===== src/rtl/fp_mult_param.sv =====
// fp_mult_param: multi-cycle IEEE-754-style floating-point multiplier.
// The exponent and fraction widths are parameters. It supports four
// rounding modes and reports per-result exception flags
// {invalid, overflow, underflow, inexact}.
// Subnormal operands are flushed to zero on input, and results that
// underflow are flushed to zero on output.
//
// Handshake: start is sampled only in IDLE or DONE. When accepted, a, b and
// rnd_mode are captured on that edge. busy is high while an operation is in
// flight. done is a one-cycle pulse, and p/flags are valid in that cycle and
// held until the next done. A start seen while busy is dropped.
//
// FSM state is held in the enum register state_q (UNPACK, MULT, NORM and
// ROUND are the busy states) so that checkers can bind to it directly.
module fp_mult_param #(
   parameter int EXP_W = 8,
   parameter int MAN_W = 23
) (
   input  logic                   clk,
   input  logic                   rst_n,
   input  logic                   start,
   input  logic [EXP_W+MAN_W:0]   a,
   input  logic [EXP_W+MAN_W:0]   b,
   input  logic [1:0]             rnd_mode,
   output logic                   busy,
   output logic                   done,
   output logic [EXP_W+MAN_W:0]   p,
   output logic [3:0]             flags
);

   localparam int W  = 1 + EXP_W + MAN_W;   // packed operand width
   localparam int SW = MAN_W + 1;           // significand width incl. hidden bit
   localparam int PW = 2 * MAN_W + 2;       // full product width
   localparam int XW = EXP_W + 2;           // working exponent width (signed)
   localparam int CW = $clog2(MAN_W + 1);   // multiply step counter width

   localparam logic [XW-1:0] BIAS     = XW'((1 << (EXP_W - 1)) - 1);
   localparam logic [XW-1:0] EXP_ONES = XW'((1 << EXP_W) - 1);
   localparam logic [XW-1:0] EXP_ONE  = XW'(1);
   localparam logic [CW-1:0] CNT_INIT = CW'(MAN_W);
   localparam logic [W-1:0]  QNAN     = {1'b0, {EXP_W{1'b1}}, 1'b1, {(MAN_W-1){1'b0}}};

   typedef enum logic [2:0] {
      S_IDLE   = 3'd0,
      S_UNPACK = 3'd1,
      S_MULT   = 3'd2,
      S_NORM   = 3'd3,
      S_ROUND  = 3'd4,
      S_DONE   = 3'd5
   } state_t;

   state_t          state_q, state_d;
   logic [W-1:0]    a_q, a_d;
   logic [W-1:0]    b_q, b_d;
   logic [1:0]      rnd_q, rnd_d;
   logic            sign_q, sign_d;
   logic [XW-1:0]   exp_q, exp_d;
   logic            spec_q, spec_d;
   logic [W-1:0]    spec_p_q, spec_p_d;
   logic [3:0]      spec_flags_q, spec_flags_d;
   logic [PW-1:0]   mcand_q, mcand_d;
   logic [SW-1:0]   mplier_q, mplier_d;
   logic [PW-1:0]   acc_q, acc_d;
   logic [CW-1:0]   cnt_q, cnt_d;
   logic [MAN_W-1:0] man_q, man_d;
   logic            g_q, g_d;
   logic            r_q, r_d;
   logic            s_q, s_d;
   logic [W-1:0]    p_q, p_d;
   logic [3:0]      flags_q, flags_d;
   logic            done_q, done_d;
   logic            busy_q, busy_d;

   // Operand field decode (used in UNPACK)
   logic [EXP_W-1:0] ea, eb;
   logic [MAN_W-1:0] fa, fb;
   logic             sgn;
   logic             zero_a, zero_b, inf_a, inf_b, nan_a, nan_b;

   assign ea     = a_q[W-2:MAN_W];
   assign eb     = b_q[W-2:MAN_W];
   assign fa     = a_q[MAN_W-1:0];
   assign fb     = b_q[MAN_W-1:0];
   assign sgn    = a_q[W-1] ^ b_q[W-1];
   // A zero exponent covers both true zero and subnormals (flushed to zero).
   assign zero_a = (ea == '0);
   assign zero_b = (eb == '0);
   assign inf_a  = (ea == '1) && (fa == '0);
   assign inf_b  = (eb == '1) && (fb == '0);
   assign nan_a  = (ea == '1) && (fa != '0);
   assign nan_b  = (eb == '1) && (fb != '0);

   // Normalisation selection: product MSB set means the value is in [2,4)
   logic norm_hi;
   assign norm_hi = acc_q[PW-1];

   // Rounding datapath signals
   logic             grs;
   logic             inc;
   logic [MAN_W+1:0] mant_r;
   logic [XW-1:0]    exp_r;
   logic [MAN_W-1:0] frac_r;
   logic [W-1:0]     inf_res;
   logic [W-1:0]     max_res;
   logic [W-1:0]     rnd_p;
   logic [3:0]       rnd_flags;

   // Rounding datapath: increment decision, carry renormalisation, range checks
   always_comb begin
      grs = g_q | r_q | s_q;
      case (rnd_q)
         2'b00:   inc = g_q & (r_q | s_q | man_q[0]);   // nearest, ties to even
         2'b01:   inc = 1'b0;                           // toward zero
         2'b10:   inc = ~sign_q & grs;                  // toward +inf
         default: inc = sign_q & grs;                   // toward -inf
      endcase
      mant_r  = {1'b0, 1'b1, man_q} + {{(MAN_W+1){1'b0}}, inc};
      // A carry out of the significand means it became 10.000..0
      exp_r   = exp_q + {{(XW-1){1'b0}}, mant_r[MAN_W+1]};
      frac_r  = mant_r[MAN_W+1] ? mant_r[MAN_W:1] : mant_r[MAN_W-1:0];
      inf_res = {sign_q, {EXP_W{1'b1}}, {MAN_W{1'b0}}};
      max_res = {sign_q, {(EXP_W-1){1'b1}}, 1'b0, {MAN_W{1'b1}}};
      rnd_p     = {sign_q, exp_r[EXP_W-1:0], frac_r};
      rnd_flags = {3'b000, grs};
      if ($signed(exp_r) >= $signed(EXP_ONES)) begin
         rnd_flags = 4'b0101;
         case (rnd_q)
            2'b00:   rnd_p = inf_res;
            2'b01:   rnd_p = max_res;
            2'b10:   rnd_p = sign_q ? max_res : inf_res;
            default: rnd_p = sign_q ? inf_res : max_res;
         endcase
      end else if ($signed(exp_r) < $signed(EXP_ONE)) begin
         rnd_flags = 4'b0011;
         rnd_p     = {sign_q, {(W-1){1'b0}}};
      end
   end

   // Next-state and datapath update for every phase of the operation
   always_comb begin
      state_d      = state_q;
      a_d          = a_q;
      b_d          = b_q;
      rnd_d        = rnd_q;
      sign_d       = sign_q;
      exp_d        = exp_q;
      spec_d       = spec_q;
      spec_p_d     = spec_p_q;
      spec_flags_d = spec_flags_q;
      mcand_d      = mcand_q;
      mplier_d     = mplier_q;
      acc_d        = acc_q;
      cnt_d        = cnt_q;
      man_d        = man_q;
      g_d          = g_q;
      r_d          = r_q;
      s_d          = s_q;
      p_d          = p_q;
      flags_d      = flags_q;

      case (state_q)
         S_IDLE, S_DONE: begin
            state_d = S_IDLE;
            if (start) begin
               a_d     = a;
               b_d     = b;
               rnd_d   = rnd_mode;
               state_d = S_UNPACK;
            end
         end

         S_UNPACK: begin
            sign_d   = sgn;
            mcand_d  = {{(PW-SW){1'b0}}, 1'b1, fa};
            mplier_d = {1'b1, fb};
            acc_d    = '0;
            cnt_d    = CNT_INIT;
            exp_d    = {2'b00, ea} + {2'b00, eb} - BIAS;
            // Specials skip MULT and NORM; ROUND forwards the prepared result.
            spec_d       = 1'b1;
            spec_flags_d = 4'b0000;
            state_d      = S_ROUND;
            if (nan_a || nan_b || (inf_a && zero_b) || (zero_a && inf_b)) begin
               spec_p_d     = QNAN;
               spec_flags_d = 4'b1000;
            end else if (inf_a || inf_b) begin
               spec_p_d = {sgn, {EXP_W{1'b1}}, {MAN_W{1'b0}}};
            end else if (zero_a || zero_b) begin
               spec_p_d = {sgn, {(W-1){1'b0}}};
            end else begin
               spec_d  = 1'b0;
               state_d = S_MULT;
            end
         end

         S_MULT: begin
            // One multiplier bit per cycle, LSB first
            if (mplier_q[0]) begin
               acc_d = acc_q + mcand_q;
            end
            mcand_d  = mcand_q << 1;
            mplier_d = mplier_q >> 1;
            cnt_d    = cnt_q - CW'(1);
            if (cnt_q == '0) begin
               state_d = S_NORM;
            end
         end

         S_NORM: begin
            if (norm_hi) begin
               exp_d = exp_q + EXP_ONE;
               man_d = acc_q[PW-2 -: MAN_W];
               g_d   = acc_q[MAN_W];
               r_d   = acc_q[MAN_W-1];
               s_d   = |acc_q[MAN_W-2:0];
            end else begin
               man_d = acc_q[PW-3 -: MAN_W];
               g_d   = acc_q[MAN_W-1];
               r_d   = acc_q[MAN_W-2];
               s_d   = |acc_q[MAN_W-3:0];
            end
            state_d = S_ROUND;
         end

         S_ROUND: begin
            if (spec_q) begin
               p_d     = spec_p_q;
               flags_d = spec_flags_q;
            end else begin
               p_d     = rnd_p;
               flags_d = rnd_flags;
            end
            state_d = S_DONE;
         end

         default: state_d = S_IDLE;
      endcase

      done_d = (state_d == S_DONE);
      busy_d = (state_d inside {S_UNPACK, S_MULT, S_NORM, S_ROUND});
   end

   // State and output registers; reset abandons any in-flight operation
   always_ff @(posedge clk or negedge rst_n) begin
      if (!rst_n) begin
         state_q      <= S_IDLE;
         a_q          <= '0;
         b_q          <= '0;
         rnd_q        <= '0;
         sign_q       <= 1'b0;
         exp_q        <= '0;
         spec_q       <= 1'b0;
         spec_p_q     <= '0;
         spec_flags_q <= '0;
         mcand_q      <= '0;
         mplier_q     <= '0;
         acc_q        <= '0;
         cnt_q        <= '0;
         man_q        <= '0;
         g_q          <= 1'b0;
         r_q          <= 1'b0;
         s_q          <= 1'b0;
         p_q          <= '0;
         flags_q      <= '0;
         done_q       <= 1'b0;
         busy_q       <= 1'b0;
      end else begin
         state_q      <= state_d;
         a_q          <= a_d;
         b_q          <= b_d;
         rnd_q        <= rnd_d;
         sign_q       <= sign_d;
         exp_q        <= exp_d;
         spec_q       <= spec_d;
         spec_p_q     <= spec_p_d;
         spec_flags_q <= spec_flags_d;
         mcand_q      <= mcand_d;
         mplier_q     <= mplier_d;
         acc_q        <= acc_d;
         cnt_q        <= cnt_d;
         man_q        <= man_d;
         g_q          <= g_d;
         r_q          <= r_d;
         s_q          <= s_d;
         p_q          <= p_d;
         flags_q      <= flags_d;
         done_q       <= done_d;
         busy_q       <= busy_d;
      end
   end

   assign busy  = busy_q;
   assign done  = done_q;
   assign p     = p_q;
   assign flags = flags_q;

endmodule

===== config.mk =====
export PLATFORM = sky130hd
export DESIGN_NAME = fp_mult_param
export DESIGN_NICKNAME = d
export VERILOG_FILES = /design/src/rtl/fp_mult_param.sv
export SDC_FILE = /design/constraint.sdc
export NUM_CORES = 1
export LEC_CHECK = 0
export ABC_AREA = 0
export BUFFER_PORTS_ARGS = -buffer_cell sky130_fd_sc_hd__buf_2
export CORE_UTILIZATION = 35
export DETAILED_ROUTE_END_ITERATION = 8
export GPL_ROUTABILITY_DRIVEN = 0
export SLEW_MARGIN = 15
export SYNTH_ARGS = -nofsm -noshare
export SYNTH_HDL_FRONTEND = slang
export SYNTH_SLANG_ARGS = --single-unit

===== constraint.sdc =====
create_clock -name clk -period 7.82 [get_ports clk]
set_input_delay 1.173 -clock clk [delete_from_list [all_inputs] [get_ports clk]]
set_output_delay 1.173 -clock clk [all_outputs]
set_load 0.02 [all_outputs]

## After elaboration in Yosys (flattened, before gate mapping)

Index checks and enable logic that the tools add are counted.

| operators by class | value |
|---|---|
| equality and inequality tests | 16 |
| reductions and logical operators | 31 |
| magnitude comparators | 2 |
| muxes and demuxes | 35 |
| $add $sub $neg | 7 |
| bitwise gates (word level) | 9 |

Operators by type and width:

| cell | count |
|---|---|
| $mux 32 | 7 |
| $pmux 48 s2 | 2 |
| $pmux 32 s3 | 1 |
| $add 48x48->48 | 1 |
| $mux 48 | 1 |
| $pmux 24 s2 | 1 |
| $logic_not 23->1 | 2 |
| $mux 23 | 2 |
| $reduce_bool 23->1 | 2 |
| $mux 31 | 1 |
| $add 24x1->25 | 1 |
| $reduce_or 22->1 | 1 |
| $reduce_or 21->1 | 1 |
| $pmux 10 s2 | 1 |
| $eq 8x8->1 const B | 2 |
| $logic_not 8->1 | 2 |
| $mux 3 | 5 |
| $pmux 3 s5 | 1 |
| $eq 3x2->1 const B | 4 |
| $eq 3x3->1 const B | 4 |
| $add 10x1->10 | 1 |
| $add 10x1->10 const B | 1 |
| $ge 10x9->1 const B | 1 |
| $lt 10x2->1 const B | 1 |
| 27 further kinds | 54 |

| word-level totals | value |
|---|---|
| output and inout port bits | 38 |
| bits in registers | 306 |
| logic and storage cells | 121 |
| input port bits | 69 |

## Longest topological paths before layout

Gate-level depths: netlist of run 1.

| depth | value |
|---|---|
| word-level depth | 10 |
| mapped depth | 24 |
| mapped depth without buffers | 22 |

## Least setup slack after synthesis of run 1

No wires, ideal clock.

| timing path | value |
|---|---|
| path type | register -> register |
| from | reg rnd_q[1] |
| to | reg p_q[22], in the netlist p[22] |
| cell stages (with the launch flop) | 22 |
| clock period less this slack | 4.467 ns |
| path slack | 3.353 ns |
| arrival time | 4.341 ns |
| data required time | 7.694 ns |
| buffers on the path | 2 |
| library setup time | 0.126 ns |
| cells stage by stage | dfrtp_1 clkbuf_1 nor2b_1 ha_1 nor2_1 nand2_1 nand2_1 ha_1 ha_1 nand3_1 nor3_1 nand2_1 nor2_1 ha_1 ha_1 nand3_1 xor2_1 a31oi_1 o41ai_1 buf_2 o21ai_0 a221o_1 |

| on the way | value |
|---|---|
| cells in the longest elaborated chain, start to end | 8 |
| elaborated cells between the ends (all ways) | 13 |
| those cells by class | add/sub (2); order compare (2); eq/ne (2); mux (6); reduce/logical (1) |

Ends and longest elaborated chain:

| what | RTL line | RTL |
|---|---|---|
| start, declared | 55 | `logic [1:0] rnd_q, rnd_d;` |
| start signal, assigned | 271 | `rnd_q <= rnd_d;` |
| $eq 2x2->1 (tied with other cells) | 111, 127 |  |
| $pmux 1 s3 | 111 | `case (rnd_q)` |
| $add 24x1->25 | 117 | `mant_r = {1'b0, 1'b1, man_q} + {{(MAN_W+1){1'b0}}, inc};` |
| $add 10x1->10 | 119 | `exp_r = exp_q + {{(XW-1){1'b0}}, mant_r[MAN_W+1]};` |
| $lt 10x2->1 | 133 | `end else if ($signed(exp_r) < $signed(EXP_ONE)) begin` |
| $mux 31 | 133 |  |
| $mux 32 (*) | 125 | `if ($signed(exp_r) >= $signed(EXP_ONES)) begin` |
| $mux 32 (*) | 226 | `if (spec_q) begin` |
| end signal, assigned | 285 | `p_q <= p_d;` |
| end, declared | 69 | `logic [W-1:0] p_q, p_d;` |

Every way passes the cells marked *; elsewhere a longest branch is shown, timed or not.
A chain may end at the register's enable or synchronous reset.

## Worst setup path after layout of run 1

| timing path | value |
|---|---|
| from | reg rnd_q[1] |
| to | reg p_q[14], in the netlist p[14] |

The elaborated chain is that of the path after synthesis.

==> key figures, run 1 <==
Die
  – Die width: between 200 and 250 µm
  – Initial Util: 0.358
  – Die footprint: around 44,000 µm²
  – Total core area: approximately 42,000 µm²
  – I/O pin count: ~110
  – Die height: 210 µm
  – # rows: 75

Final layout
  – Final instance area: 17,200 µm²
  – NumNets Final: roughly 1,800
  – Synth-to-layout area growth: 13.2%
  – ANT cells: 0
  – Layout cells sized above 1: 0.149

STA
  – Final worst path period share: 0.669
  – Min Tclk post-route: approximately 5200 ps
  – RSZ-0062 raised after global routing: false
  – Worst rel slew slack: 0.345
  – Hold Vio Cnt, Final: 0
  – Slew Limit Fails: 0
  – PnR worst setup slack: 2590 ps
  – Setup Skew: roughly 13 ps
  – Fmax: between 150 and 200 MHz
  – Setup TNS: 0 ps
  – Worst slew pin tran: 982 ps
  – Final setup viols: 0

Global route
  – Largest net degree at the start of global routing: roughly 120
  – Initial antenna violation count: 1
  – Total GRT Usage: 0.170
  – Vias in the first global route: about 12,000
  – First-pass GRT wire length: roughly 60 mm
  – Gr ovfl total: 0

Drt
  – Drt via density: about 5.3
  – DRT Wirelength: 36.7 mm
  – DR iter-0 viols: ~830
  – Vias post-DR: 11,800
  – Number of remaining DRC errors: 0
  – Antenna Violating Nets Remaining: 0
  – Pre-antenna DRT Iters: 5
  – Routed len/inst: approximately 17 µm

Clocking
  – CTS tree: done
  – Worst skew pair latency: 570 ps
  – Clock Pin Slew Worst Setup and Hold Paths: approximately 60 ps
  – # hold bufs at CTS: 0
  – Setup bufs post-CTS: 0
  – TritonCTS Sinks: approximately 270
  – CTS Buf Count: 30
  – Clk buf depth: 3
  – Clock root buffer: clkbuf_16
  – H-tree depth: 1
  – Resized cells post-CTS: 0

Synthesis
  – Prevailing post-synth register cell: dfrtp_1
  – Yosys warning total: 0
  – Net Count, Synth: between 1,500 and 2,000
  – Yosys reg bits: about 270
  – Post-synth EDFFs: 0
  – Synth Cell Area: about 15,000 µm²
  – Syn avg cell area: about 9.7 µm²
  – Post-synthesis sequential area ratio: 0.452
  – Synth async-reset ratio: 1.00
  – Post-synth cell types: 81
  – Cells after Synth: ~1,600

Worst setup path
  – Max FO, Critical Path: 21
  – Worst r2r dst: p[14]
  – Worst Path Required: around 8300 ps
  – Worst setup EP type: flop
  – R2R depth: 20
  – Startpoint type of the worst setup path: flop
  – CP endpoint: p[14]
  – Critical R2R Launch: rnd_q[1]
  – Reg2reg setup slack: about 2600 ps
  – Crit path DAT: between 5000 and 6000 ps
  – CP Class: flop to flop
  – Worst Setup SP: rnd_q[1]

Pwr
  – Power, Total: 6530 µW
  – Worst vdd ir: approximately 0.23 mV
  – PD cells: approximately 380 nW/µm²
  – Leak Pwr: around 0.0078 µW

Placed design
  – Post-place setup slack: 2560 ps
  – Number of I/O port buffers: about 110
  – Detailed Place HPWL: about 26 mm
  – DP Area: 16,200 µm²

Status
  – Outcome: finished clean

Hold path
  – HP Class: flop to flop

Flow run
  – Max Cap Viol: 0
[state kept, by name (all words and copies together), names as in the netlist]
name,cells
a_q,32
acc_q,48
b_q,32
busy,1
cnt_q,5
done,1
exp_q,10
flags,4
g_q,1
man_q,23
mcand_q,48
mplier_q,24
p,32
r_q,1
rnd_q,2
s_q,1
sign_q,1
spec_flags_q,1
spec_p_q,3
spec_q,1
state_q,3
[metal layers]
layer | GRT usage | part of all wire | vias up
met2 | 0.264 | 0.45 | 219
li1 | - | - | 5814
met4 | 0.0448 | 0.021 | 0
met1 | 0.247 | 0.50 | 5758
met3 | 0.0238 | 0.037 | 49
met5 | 0 | 0 | -
[synth_stat cells (all sizes together), types with 9 or more instances]
| library cell | n | area, µm² |
|---|---|---|
| o21a | 9 | 67.6 |
| a21oi | 78 | 409 |
| xnor2 | 41 | 359 |
| o31ai | 9 | 81.3 |
| mux2i | 30 | 300 |
| mux2 | 63 | 709 |
| and3 | 15 | 93.8 |
| nand4 | 22 | 138 |
| a31oi | 17 | 106 |
| nor2b | 11 | 68.8 |
| dfrtp | 274 | 6860 |
| o21ai | 137 | 693 |
| a22oi | 46 | 345 |
| nand3 | 63 | 315 |
| ha | 70 | 876 |
| nor3 | 25 | 125 |
| inv | 38 | 143 |
| clkbuf | 72 | 270 |
| nor2 | 54 | 203 |
| a22o | 42 | 368 |
| o21bai | 15 | 113 |
| nor4 | 20 | 140 |
| a21o | 38 | 285 |
| buf | 23 | 109 |
| xor2 | 35 | 307 |
| nand2 | 227 | 852 |
[power breakdown]
group          switching (µW)  internal, µW
Combinational            1610          1100
Clock                     580           811
Sequential                490          1930
[stage by stage]
step / hold slack, ps / util / cells
final: 467 / 0.405 / 2219
after global routing: 504 / 0.405 / 2219
after floorplan: 442 / - / 1565
after CTS: 473 / 0.405 / 2219
after detailed placement: 458 / 0.382 / 2166
after global placement: 453 / 0.382 / 2166
[cell families after synthesis]
group,count (synthesis),synth area share
AND/OR/NAND/NOR,466,0.142
AO/OA/AOI/OAI,449,0.199
flip-flops,274,0.452
buffers and inverters,134,0.0347
multiplexers,93,0.0666
XOR/XNOR,76,0.0439
adder cells (fa/ha/maj),73,0.0611
[cells in the final DEF (no fill, tap or decap), types with 6 or more instances in the layout]
cell,n
nand3_1,63
mux2_2,55
ha_1,70
mux2i_1,30
a22oi_1,46
a211oi_1,8
xnor2_1,41
a221o_1,8
a22o_1,42
nand4_1,22
nor3_1,25
o21a_1,9
nand2_1,226
and3_1,15
buf_2,105
dfrtp_1,274
xor2_1,35
o21ai_0,107
o21ai_1,28
a31oi_1,17
clkbuf_16,31
nor4_1,19
a21oi_1,75
buf_4,13
clkbuf_8,6
inv_1,38
nor2b_1,10
o21bai_1,15
mux2_1,8
o31ai_1,8
nor2_1,52
a21o_1,38
[critical path, cell delays in order (launching register included)]
cell,delay (ps)
dfrtp_1,470
nor2b_1,240
ha_1,270
nor2_1,100
nand2_1,60
nand2_1,70
ha_1,210
ha_1,250
nand3_1,110
nor3_1,290
nand2_1,120
nor2_1,470
ha_1,300
ha_1,230
nand3_1,230
nor3_1,290
xnor2_1,170
a21oi_1,220
a21boi_2,720
o21ai_0,250
nand2_1,100
[layout make-up]
type / count / area [µm²]
inverter: 39 / 146
tap: 577 / 722
timing repair buffer: 119 / 638
sequential: 274 / 6860
fill: 4181 / 25200
clock buffer: 42 / 877
multi-input combinational: 1157 / 7820
clock inverter: 11 / 95.1
[how the worst min path moves through the flow]
stage                 start           end  slack [ps]  cells after the start
6_report              p[14]         p[14]         470                      2
3_3_place_gp       flags[3]      flags[3]         450                      2
4_1_cts                p[8]          p[8]         470                      2
2_1_floorplan  spec_p_q[31]  spec_p_q[31]         440                      2
3_5_place_dp           p[8]          p[8]         460                      2
5_1_grt        mplier_q[21]  mplier_q[21]         500                      2
Note: power is estimated with default switching activity, not from simulation.
==> run 2: changes to the inputs <==
clock period = 5.29 ns   (was 7.82 ns; I/O delays follow)
==> run 2 against run 1 <==
Net effect: critical path depth increased by 2; worst hold slack got worse by 210 ps; cell count grew 0.18%; setup slack worse by 2000 ps; final area grew 0.28%; flip-flop and latch count stayed put; register-to-register slack got worse by 2000 ps; core utilization rose by 0.11 points; combinational power grew 49%; non-clock buffer count rose by 3; die area unchanged; largest cell class unchanged; largest power group unchanged.
==> key figures, run 2 (synthesis gave the netlist of run 1 again) <==
Status
  – Outcome: finished clean

Worst setup path
  – CP Class: flop to flop
  – Crit-path max cell delay: roughly 530 ps
  – Crit path DAT: about 5200 ps
  – Worst setup EP type: flop
  – Critical path's slowest cell: o41ai_4
  – Crit path cell chain: nor2b_1, ha_1, nor2_1, nand2_1, nand2_1, ha_1, ha_1, nand3_1, nor3_2, nand2_1, nor2_1, ha_1, ha_1, nand3_1, xor2_1, a31oi_1, o41ai_4, buf_4, a31oi_1, o21ai_0, nand2_1, a22o_1
  – Worst Path Required: 5720 ps
  – Most frequent CP cell: ha_1
  – Max FO, Critical Path: 8
  – CP top delay family: simple AND/OR/NAND/NOR gates
  – Startpoint type of the worst setup path: flop
  – Count of buffer and inverter cells on the critical path: 1

Clocking
  – Clock root buffer: clkbuf_16
  – TritonCTS Sinks: around 270
  – Clock Pin Slew Worst Setup and Hold Paths: around 60 ps
  – CTS Buf Count: 29
  – CTS tree: done
  – Clk buf depth: 3
  – H-tree depth: 1
  – Worst skew pair latency: between 500 and 600 ps

Drt
  – Vias post-DR: 11,900
  – Pre-antenna DRT Iters: 5
  – Metal-1 WL: roughly 18 mm
  – Drt via density: between 5 and 6
  – DRT Wirelength: roughly 37 mm
  – Met2 routed WL: about 17 mm
  – Number of remaining DRC errors: 0
  – Routed len/inst: around 17 µm
  – DR iter-0 viols: 774
  – Highest metal used: met4
  – Met3 wire length: about 1.4 mm
  – Antenna Violating Nets Remaining: 0

STA
  – Final setup viols: 0
  – Worst slew pin tran: ~1000 ps
  – Worst rel slew slack: 0.334
  – Setup TNS: 0 ps
  – Setup Skew: about 11 ps
  – Fmax: roughly 210 MHz
  – Min Tclk post-route: 4740 ps
  – RSZ-0062 raised after global routing: false
  – Slew Limit Fails: 0
  – Final hold slack: ~260 ps
  – Hold Vio Cnt, Final: 0
  – Final worst path period share: 0.897

Final layout
  – Biggest regs: acc_q (48), mcand_q (48)
  – NumNets Final: approximately 1,800
  – Synth-to-layout area growth: 13.5%
  – Layout cells sized above 1: 0.153
  – Commonest non-fill, non-tap cell in the layout: dfrtp_1
  – Most frequent cells in the layout: 274 x dfrtp_1, 225 x nand2_1, 107 x o21ai_0

Flow run
  – Max Cap Viol: 0

Pwr
  – Logic pwr share: 0.419
  – Clk pwr share: 0.210
  – Psw: a little under 4000 µW
  – Internal: between 5000 and 6000 µW
  – Leak Pwr: 0.00785 µW
  – Sequential power share: 0.370
  – Sw frac: 0.411
  – Worst vdd ir: 0.273 mV
  – PD cells: 561 nW/µm²

Placed design
  – Number of I/O port buffers: 106
  – Detailed Place HPWL: approximately 26 mm

Global route
  – First-pass GRT wire length: around 60 mm
  – Largest net degree at the start of global routing: 140
  – Initial antenna violation count: 1
  – Total GRT Usage: 0.169
  – Vias in the first global route: 11,700
  – Gr ovfl total: 0

Die
  – Total core area: roughly 42,000 µm²
  – Die width: roughly 210 µm
  – Initial Util: 0.358
  – Die height: 210 µm
  – I/O pin count: about 110
  – Die footprint: about 44,000 µm²
  – # rows: 75

Hold path
  – HP Class: input pin to async pin
## run 2: cell types whose count changed in the layout (fill, tap and decap cells not counted), sizes merged
cell and delta:
buf +3, bufinv +1, clkbuf -4, clkinv +1, clkinvlp +1, diode +1, inv +1
## run 2: worst reg2reg max path, delay by kind of cell, from the launching register on
family,cells,cell delay (ps)
adders and majority gates,5,1190
buffers and inverters,1,220
xor gates and xnor gates,1,220
AOI/OAI and AO/OA,5,1060
DFF,1,460
and+or+nand+nor,10,1490
## run 2: final timing paths
| path | startpoint | endpoint | slack [ps] | depth (start not counted) |
|---|---|---|---|---|
| min reg2reg | flags[3] | flags[3] | 460 | 2 |
| max reg2reg | rnd_q[1] | p[6] | 550 | 22 |
| min | rst_n | mcand_q[13] | 260 | 1 |
| min in group clk | a[23] | a_q[23] | 450 | 3 |
| max in group asynchronous | rst_n | exp_q[5] | 3780 | 2 |
| max | rnd_q[1] | p[6] | 550 | 22 |
## run 2: final cells by class
cell class | count | area, µm²
flip-flops and latches | 274 | 6860
well taps | 577 | 722
clock inverters | 15 | 143
repair buffers | 122 | 686
clock buffers | 38 | 810
diodes | 1 | 2.50
multi-input cells | 1157 | 7840
inverters | 39 | 146
fillers | 4116 | 25100
## run 2: power groups by stage
stage | clock, µW | combinational, µW | sequential [µW]
floorplan | 0 | 3050 | 3440
global placement | 0 | 3960 | 3580
detailed placement | 0 | 4030 | 3610
CTS | 2090 | 4060 | 3580
global route | 2180 | 4540 | 3700
finish | 2030 | 4050 | 3580
## run 2: routing by layer
layer  track usage  vias to the layer above
met5             0                        -
met4        0.0367                        0
met3        0.0238                       43
met2         0.271                      225
met1         0.242                     5784
li1              -                     5830
## run 2: per-stage QoR
step                      area [µm²]  setup slack (ps)  utilization  power (µW)  cells
after global placement         16200               554        0.383        7540   2169
final                          17200               547        0.407        9660   2223
after floorplan                15200               823            -        6490   1565
after detailed placement       16200               312        0.383        7640   2169
after CTS                      17200               306        0.406        9720   2222
after global routing           17200              77.8        0.407       10400   2223
## run 2: timing repair
action                                  4_1_cts  5_1_grt
setup buffers                                 0        0
endpoints found under the setup margin        0       21
hold buffers                                  0        0
resized for setup                             0        4
